### config.mk
export PLATFORM = sky130hd
export DESIGN_NAME = mem_access_unit
export DESIGN_NICKNAME = d
export VERILOG_FILES = /design/src/rtl/mem_access_pkg.sv /design/src/rtl/mem_access_unit_load_extend.sv /design/src/rtl/mem_access_unit.sv
export SDC_FILE = /design/constraint.sdc
export NUM_CORES = 1
export LEC_CHECK = 0
export BUFFER_PORTS_ARGS = -buffer_cell sky130_fd_sc_hd__buf_4
export CORE_UTILIZATION = 30
export DETAILED_ROUTE_END_ITERATION = 7
export PLACE_DENSITY = 0.53
export SLEW_MARGIN = 0
export SYNTH_ARGS = -nofsm -noshare
export SYNTH_HDL_FRONTEND = slang
export SYNTH_HIERARCHICAL = 1
export SYNTH_SLANG_ARGS = --single-unit
### constraint.sdc
create_clock -name clk -period 4.82 [get_ports clk]
set_input_delay 0.241 -clock clk [delete_from_list [all_inputs] [get_ports clk]]
set_output_delay 0.241 -clock clk [all_outputs]
set_load 0.01 [all_outputs]
### src/rtl/mem_access_pkg.sv
`default_nettype none
// ============================================================================
// Module   : mem_access_pkg
// Brief    : Shared types, defaults and funct3 decoding for the data-RAM access unit
// Revision : 1.0
// ============================================================================
package mem_access_pkg;

  localparam logic [31:0] RAM_BASE_DEFAULT = 32'h0000_0000;
  localparam logic [31:0] RAM_TOP_DEFAULT  = 32'h0000_1FFF;

  typedef enum logic [2:0] {
    F3_LB  = 3'b000,
    F3_LH  = 3'b001,
    F3_LW  = 3'b010,
    F3_LBU = 3'b100,
    F3_LHU = 3'b101
  } load_funct3_e;

  typedef enum logic [2:0] {
    F3_SB = 3'b000,
    F3_SH = 3'b001,
    F3_SW = 3'b010
  } store_funct3_e;

  typedef enum logic [1:0] {
    ST_IDLE  = 2'd0,
    ST_READ  = 2'd1,
    ST_WRITE = 2'd2,
    ST_RESP  = 2'd3
  } state_e;

  function automatic logic is_legal_funct3(input logic write, input logic [2:0] funct3);
    logic legal;
    if (write) begin
      legal = (funct3 == F3_SB) || (funct3 == F3_SH) || (funct3 == F3_SW);
    end else begin
      legal = (funct3 == F3_LB) || (funct3 == F3_LH) || (funct3 == F3_LW) ||
              (funct3 == F3_LBU) || (funct3 == F3_LHU);
    end
    return legal;
  endfunction

endpackage
`default_nettype wire

### src/rtl/mem_access_unit_load_extend.sv
`default_nettype none
// ============================================================================
// Module   : load_extend
// Brief    : Extracts the low byte/halfword/word of a RAM word and extends it
// Revision : 1.0
// ============================================================================
module load_extend
  import mem_access_pkg::*;
(
  input  logic [2:0]  i_funct3,
  input  logic [31:0] i_word,
  output logic [31:0] o_ext
);

  always_comb begin
    o_ext = i_word;
    case (i_funct3)
      F3_LB:   o_ext = {{24{i_word[7]}}, i_word[7:0]};
      F3_LBU:  o_ext = {24'h0, i_word[7:0]};
      F3_LH:   o_ext = {{16{i_word[15]}}, i_word[15:0]};
      F3_LHU:  o_ext = {16'h0, i_word[15:0]};
      default: o_ext = i_word;
    endcase
  end

endmodule
`default_nettype wire

### src/rtl/mem_access_unit.sv
`default_nettype none
// ============================================================================
// Module   : mem_access_unit
// Brief    : Load/store controller for a 4-byte-wide byte-addressed data RAM
// Revision : 1.0
// ============================================================================
module mem_access_unit
  import mem_access_pkg::*;
#(
  parameter int unsigned              ADDRESS_WIDTH = 32,
  parameter logic [ADDRESS_WIDTH-1:0] RAM_BASE      = RAM_BASE_DEFAULT,
  parameter logic [ADDRESS_WIDTH-1:0] RAM_TOP       = RAM_TOP_DEFAULT
) (
  input  logic                     clk,
  input  logic                     rst,
  input  logic                     req_valid,
  output logic                     req_ready,
  input  logic                     req_write,
  input  logic [2:0]               req_funct3,
  input  logic [ADDRESS_WIDTH-1:0] req_addr,
  input  logic [31:0]              req_wdata,
  output logic                     resp_valid,
  input  logic                     resp_ready,
  output logic [31:0]              resp_rdata,
  output logic                     resp_error,
  output logic                     mem_write_enable,
  output logic [ADDRESS_WIDTH-1:0] mem_address,
  output logic [31:0]              mem_wdata,
  input  logic [31:0]              mem_rdata
);

  state_e                   r_state;
  state_e                   w_state_next;
  logic                     r_write;
  logic [2:0]               r_funct3;
  logic [ADDRESS_WIDTH-1:0] r_addr;
  logic [31:0]              r_wdata;
  logic [31:8]              r_word_hi;
  logic [31:0]              r_rdata;
  logic                     r_error;

  logic [ADDRESS_WIDTH:0]   w_addr_end;
  logic                     w_in_range;
  logic                     w_req_error;
  logic [31:0]              w_load_ext;
  logic [31:0]              w_merged;

  // One extra bit so that an address near 2^W wraps out of range instead of back in.
  assign w_addr_end  = {1'b0, req_addr} + {{(ADDRESS_WIDTH-1){1'b0}}, 2'd3};
  assign w_in_range  = (req_addr >= RAM_BASE) && (w_addr_end <= {1'b0, RAM_TOP});
  assign w_req_error = !is_legal_funct3(req_write, req_funct3) || !w_in_range;

  load_extend u_load_extend (
    .i_funct3 (r_funct3),
    .i_word   (mem_rdata),
    .o_ext    (w_load_ext)
  );

  always_comb begin
    w_merged = r_wdata;
    case (r_funct3)
      F3_SB:   w_merged = {r_word_hi[31:8],  r_wdata[7:0]};
      F3_SH:   w_merged = {r_word_hi[31:16], r_wdata[15:0]};
      default: w_merged = r_wdata;
    endcase
  end

  always_ff @(posedge clk) begin
    if (rst) begin
      r_state <= ST_IDLE;
    end else begin
      r_state <= w_state_next;
    end
  end

  always_comb begin
    w_state_next     = r_state;
    req_ready        = 1'b0;
    resp_valid       = 1'b0;
    mem_write_enable = 1'b0;
    mem_wdata        = 32'h0;
    case (r_state)
      ST_IDLE: begin
        req_ready = 1'b1;
        if (req_valid) begin
          if (w_req_error) begin
            w_state_next = ST_RESP;
          end else if (req_write && (req_funct3 == F3_SW)) begin
            w_state_next = ST_WRITE;
          end else begin
            w_state_next = ST_READ;
          end
        end
      end
      ST_READ: begin
        w_state_next = r_write ? ST_WRITE : ST_RESP;
      end
      ST_WRITE: begin
        mem_write_enable = !rst;
        mem_wdata        = w_merged;
        w_state_next     = ST_RESP;
      end
      ST_RESP: begin
        resp_valid = 1'b1;
        if (resp_ready) begin
          w_state_next = ST_IDLE;
        end
      end
      default: w_state_next = ST_IDLE;
    endcase
  end

  always_ff @(posedge clk) begin
    if (rst) begin
      r_write   <= 1'b0;
      r_funct3  <= 3'b000;
      r_addr    <= '0;
      r_wdata   <= 32'h0;
      r_word_hi <= 24'h0;
      r_rdata   <= 32'h0;
      r_error   <= 1'b0;
    end else begin
      if ((r_state == ST_IDLE) && req_valid) begin
        r_write  <= req_write;
        r_funct3 <= req_funct3;
        r_addr   <= req_addr;
        r_wdata  <= req_wdata;
        r_rdata  <= 32'h0;
        r_error  <= w_req_error;
      end
      if (r_state == ST_READ) begin
        r_word_hi <= mem_rdata[31:8];
        if (!r_write) begin
          r_rdata <= w_load_ext;
        end
      end
    end
  end

  // Address stays on the latched request between accesses so the RAM never sees a glitch.
  assign mem_address = r_addr;
  assign resp_rdata  = r_rdata;
  assign resp_error  = r_error;

endmodule
`default_nettype wire

After elaboration in Yosys (flattened, before gate mapping) --
Index checks and enable logic that the tools add are counted.
Storage, ports and cells: bits in registers 127, bits of input ports 104, output and inout bits 100, logic and storage cells 54
Cells by class: $add $sub $neg 1, order comparisons 2, equal/unequal tests 12, muxes and demuxes 16, reduce and logical (&&, ||, !) cells 15
Operator list (count):
- $mux W32 | 4
- $pmux W32 S4 | 1
- $pmux W32 S2 | 1
- $add A32 B2 Y33 const B | 1
- $le A33 B13 Y1 const B | 1
- $ge A32 B1 Y1 const B | 1
- $eq A3 B3 Y1 const B | 4
- $mux W2 | 4
- $pmux W2 S4 | 1
- $eq A3 B1 Y1 const B | 2
- $logic_not A3 Y1 | 2
- $logic_or A1 B1 Y1 | 5
- $mux W1 | 5
- $eq A2 B2 Y1 const B | 2
- $ne A2 B2 Y1 const B | 2
- $eq A3 B2 Y1 const B | 1
- $logic_and A1 B1 Y1 | 3
- $logic_not A1 Y1 | 3
- $eq A2 B1 Y1 const B | 1
- $logic_not A2 Y1 | 1
- $reduce_and A2 Y1 | 1

Logic depth before layout (Yosys ltp) --
depth after elaboration 11, mapped depth 9, depth with buffers taken out 9

Modules after synthesis --
The synthesis kept the hierarchy.
By module, submodules not included:
- mem_access_unit | times used 1, cells each 708, area each 5559.1 µm², sequential area each 2542.4 µm²
- load_extend | times used 1, cells each 67, area each 355.3 µm², sequential area each 0.0 µm²

Worst setup path after synthesis --
OpenSTA, ideal clock, no wires.
path kind input-to-reg, from in req_addr[17], to reg r_state[1], library setup time 0.136 ns, arrival time 2.080 ns, required time 4.684 ns, slack 2.604 ns, stages on the path 8, buffers on the path 1, cells stage by stage clkbuf_1 > o21ai_1 > or3_1 > or4b_4 > mux2i_1 > nand4_1 > nor4_2 > a31oi_1
Between the ends: longest elaborated chain between the ends 8, elaborated cells between the ends (all ways) 9, those cells by class 1 x add/sub; 2 x order compare; 3 x mux; 3 x reduce/logical
Ends and longest elaborated chain:
- from (decl) | line mem_access_unit.sv:20 | input logic [ADDRESS_WIDTH-1:0] req_addr,
- $add A32 B2 Y33 | line mem_access_unit.sv:49 | assign w_addr_end = {1'b0, req_addr} + {{(ADDRESS_WIDTH-1){1'b0}}, 2'd3};
- $le A33 B13 Y1 | line mem_access_unit.sv:50 | assign w_in_range = (req_addr >= RAM_BASE) && (w_addr_end <= {1'b0, RAM_TOP});
- $logic_and A1 B1 Y1 (*) | line mem_access_unit.sv:50
- $logic_not A1 Y1 (*) | line mem_access_unit.sv:51 | assign w_req_error = !is_legal_funct3(req_write, req_funct3) || !w_in_range;
- $logic_or A1 B1 Y1 (*) | line mem_access_unit.sv:51
- $mux W2 (*) | line mem_access_unit.sv:86 | if (w_req_error) begin
- $mux W2 (*) | line mem_access_unit.sv:85 | if (req_valid) begin
- $pmux W2 S4 (*) | line mem_access_unit.sv:82 | case (r_state)
- to (signal assigned) | line mem_access_unit.sv:72 | r_state <= w_state_next;
- to (decl) | line mem_access_unit.sv:32 | state_e r_state;
Mark *: on every way between the ends. The rest lies on a longest branch, timed or not. The select of a mux whose other input is x is not followed. A chain may end at the register's enable or synchronous reset.

Worst setup path in the final report --
from reg r_funct3[2], to out mem_wdata[15]
Between the ends: longest elaborated chain between the ends 3, elaborated cells between the ends (all ways) 4, those cells by class 1 x eq/ne; 2 x mux; 1 x reduce/logical
Ends and longest elaborated chain:
- from (decl) | line mem_access_unit.sv:35 | logic [2:0] r_funct3;
- from (signal assigned) | line mem_access_unit.sv:125 | r_funct3 <= req_funct3;
- $eq A3 B1 Y1 or $logic_not A3 Y1 (tied branches) | line mem_access_unit.sv:61 | case (r_funct3)
- $pmux W32 S2 (*) | line mem_access_unit.sv:61
- $mux W32 (*) | line mem_access_unit.sv:82
- to (decl) | line mem_access_unit.sv:28 | output logic [31:0] mem_wdata,
Mark *: on every way between the ends. The rest lies on a longest branch, timed or not.

==> metrics.txt <==
status complete, no violations; HP Class input pin to register; Worst setup SP type register; final core occ 42.59%; vias post-DR 5748; Detail Placement HPWL 12.68 mm; first-pass GRT wire length 29.21 mm; pin count of the biggest net entering global routing 76; final hold viol count 0; port bufs 203; Tot GR Track Use 18.50%; Clock transition at path regs 60 ps; clk_skew 10.85 ps; Layout area overhead 36.96%; Critical path buffers and inverters 1; GPL Wtd Cong 0.8135; Clock Path Buffers 2; commonest non-fill, non-tap cell in the layout buf_4; RSZ-0062 raised after global routing false; Leak Pwr 3.302 nW; Cell variety after synth 51; maximum clock frequency 0.3898 GHz; Avg Inst Size Synth 7.632 µm²; Cell Area, Placed 7522 µm²; top_reg_cell synth dfxtp_1; antenna violation net count after detailed routing 0; gr busiest metal met2; Design Area, Final 8100 µm²; final cell count without fillers 1210; ant diodes 0; M1 GR Usage 24.08%; CP top delay family simple AND/OR/NAND/NOR gates; Ys Warns 6; Crit-path slowest cell nor2_1; Root Driver clkbuf_16; max incr delay on CP 550 ps; met3 demand-to-capacity share in global routing 5.787%; Initial DRC Count 341; # nets final 1046; grt ovf 0; cts repair resizes 0; Mapped Cells 775; FF+latch count, synth 127; Syn Nets 884; Pins Over Slew Limit 0; Ports 204; Post-synth ARST share 0%; Remaining DRCs 0; vias in the first global route 5485; Die ar. 20280 µm²; total power 3.996 mW; final hold slack 68.21 ps; TritonCTS Buffers 17; CTS tree yes; worst path arrival time 2320 ps; height of the die 142.4 µm; Vias per Instance 4.750; Hold Buf Count CTS 0; initial antenna violation count 0; post-synthesis sequential area ratio 42.99%; # rows 50; final setup margin 2254 ps; share of cells above drive strength 1 26.95%; CORE AREA 19020 µm²; worst path required time 4580 ps; Post-synth EDFFs 0; Fin Setup TNS 0 ps; Setup Fix Bufs, Post-CTS 0; Worst slew margin 37.69%; Total Wirelength 18.44 mm; period utilisation layout 53.23%; H-tree depth 4; mapped cell area 5914 µm²; Place WS 2249 ps; Worst Max-Slew Pin Slew 931.2 ps; CP Capture Type primary output; crit-path cells or2_2 > nor2_1 > nand2_1 > a21boi_0 > buf_4; initial core utilization 31.10%; Power Density 493.3 nW/µm²; Fillers 2021; critical path type register to primary output; Die W 142.4 µm; placed cells 1178; DRT Pass-1 Iters 5; crit path max fanout 25; maxcap violations 0; insertion delay to the later sink of the worst-skew pair 420 ps; clk sink count 127; Peak VDD IR 0.2546 mV; Routed wire per std cell 15.24 µm; most frequent cells in the layout buf_4, nand2_1, dfxtp_1; post-route minimum period 2566 ps; setup violators final 0; met2 global-route usage 29.05%
==> synthesized netlist by cell type, types with 2 or more instances <==
master	count	share of area (%)
xor2_1	2	0.30
or2_2	2	0.21
nand4_1	6	0.63
a31oi_1	5	0.53
nand3b_1	2	0.25
xnor2_1	4	0.59
inv_1	10	0.63
mux2i_1	27	4.6
o31ai_1	4	0.51
nand2b_1	5	0.53
buf_2	4	0.34
nor4b_1	2	0.30
nand2_1	211	13
or3_1	2	0.21
a21boi_0	24	3.0
and2_1	12	1.3
a21oi_1	72	6.1
ha_1	5	1.1
or4_1	2	0.25
nor3_1	7	0.59
nand3_1	8	0.68
nor2_1	69	4.4
dfxtp_1	127	43
o21ai_0	36	3.0
buf_4	9	1.1
or4b_4	2	0.47
and4_1	2	0.30
a211oi_1	3	0.38
a22oi_1	33	4.2
nor2b_1	3	0.32
a211o_1	2	0.30
buf_1	5	0.32
nor4_1	3	0.32
buf_6	2	0.38
clkbuf_1	47	3.0
==> path summary, 6_finish.rpt <==
kind	start	end	slack, ps	cells past startpoint
setup / recovery	r_funct3[2]	mem_wdata[15]	2250	5
setup reg to reg	r_state[0]	resp_error	2480	6
hold reg to reg	r_wdata[0]	r_wdata[0]	450	2
hold / removal	req_wdata[4]	r_wdata[4]	70	3
==> registers in the layout, summed over array words and instances, names as in the netlist <==
register / flops
mem_address: 32
r_funct3: 3
r_state: 2
r_wdata: 32
r_word_hi: 24
r_write: 1
resp_error: 1
resp_rdata: 32
==> worst min-delay path: cells and delay by family <==
| family | cells | cell delay, ps |
|---|---|---|
| AOI/OAI and AO/OA | 1 | 50 |
| buffers and inverters | 1 | 110 |
| and+or+nand+nor | 1 | 40 |
==> where the power goes <==
| part | internal (mW) | leakage (nW) | switching (mW) |
|---|---|---|---|
| Clock | 0.725 | 0.271 | 0.526 |
| Combinational | 0.557 | 1.99 | 0.799 |
| Sequential | 1.26 | 1.04 | 0.125 |
| Total | 2.55 | 3.30 | 1.45 |
==> layer usage <==
| metal | part of all wire, % | wire (µm) | vias up |
|---|---|---|---|
| met2 | 45 | 8321 | 165 |
| met5 | 0 | 0 | - |
| met1 | 47 | 8653 | 2635 |
| met3 | 6.9 | 1275 | 13 |
| li1 | - | - | 2935 |
| met4 | 1.0 | 187 | 0 |
==> cell families (layout without fill, tap and decap cells) <==
family / after synthesis / count (layout) / share of synthesized area [%]
AOI/OAI and AO/OA: 186 / 186 / 19.06
xor gates and xnor gates: 6 / 6 / 0.8885
adders and majority gates: 5 / 5 / 1.058
buffers and inverters: 78 / 253 / 5.881
DFF: 127 / 127 / 42.99
muxes: 29 / 29 / 4.993
and+or+nand+nor: 344 / 344 / 25.13
==> final cells by class <==
class | instances | area, µm² | area share, %
inverters | 10 | 37.54 | 0.4634
flip-flops and latches | 127 | 2542 | 31.39
clock buffers | 17 | 425.4 | 5.252
clock inverters | 15 | 152.6 | 1.884
multi-input cells | 570 | 3033 | 37.44
repair buffers | 211 | 1584 | 19.56
well taps | 260 | 325.3 | 4.016
Note: power is estimated with default switching activity, not from simulation.
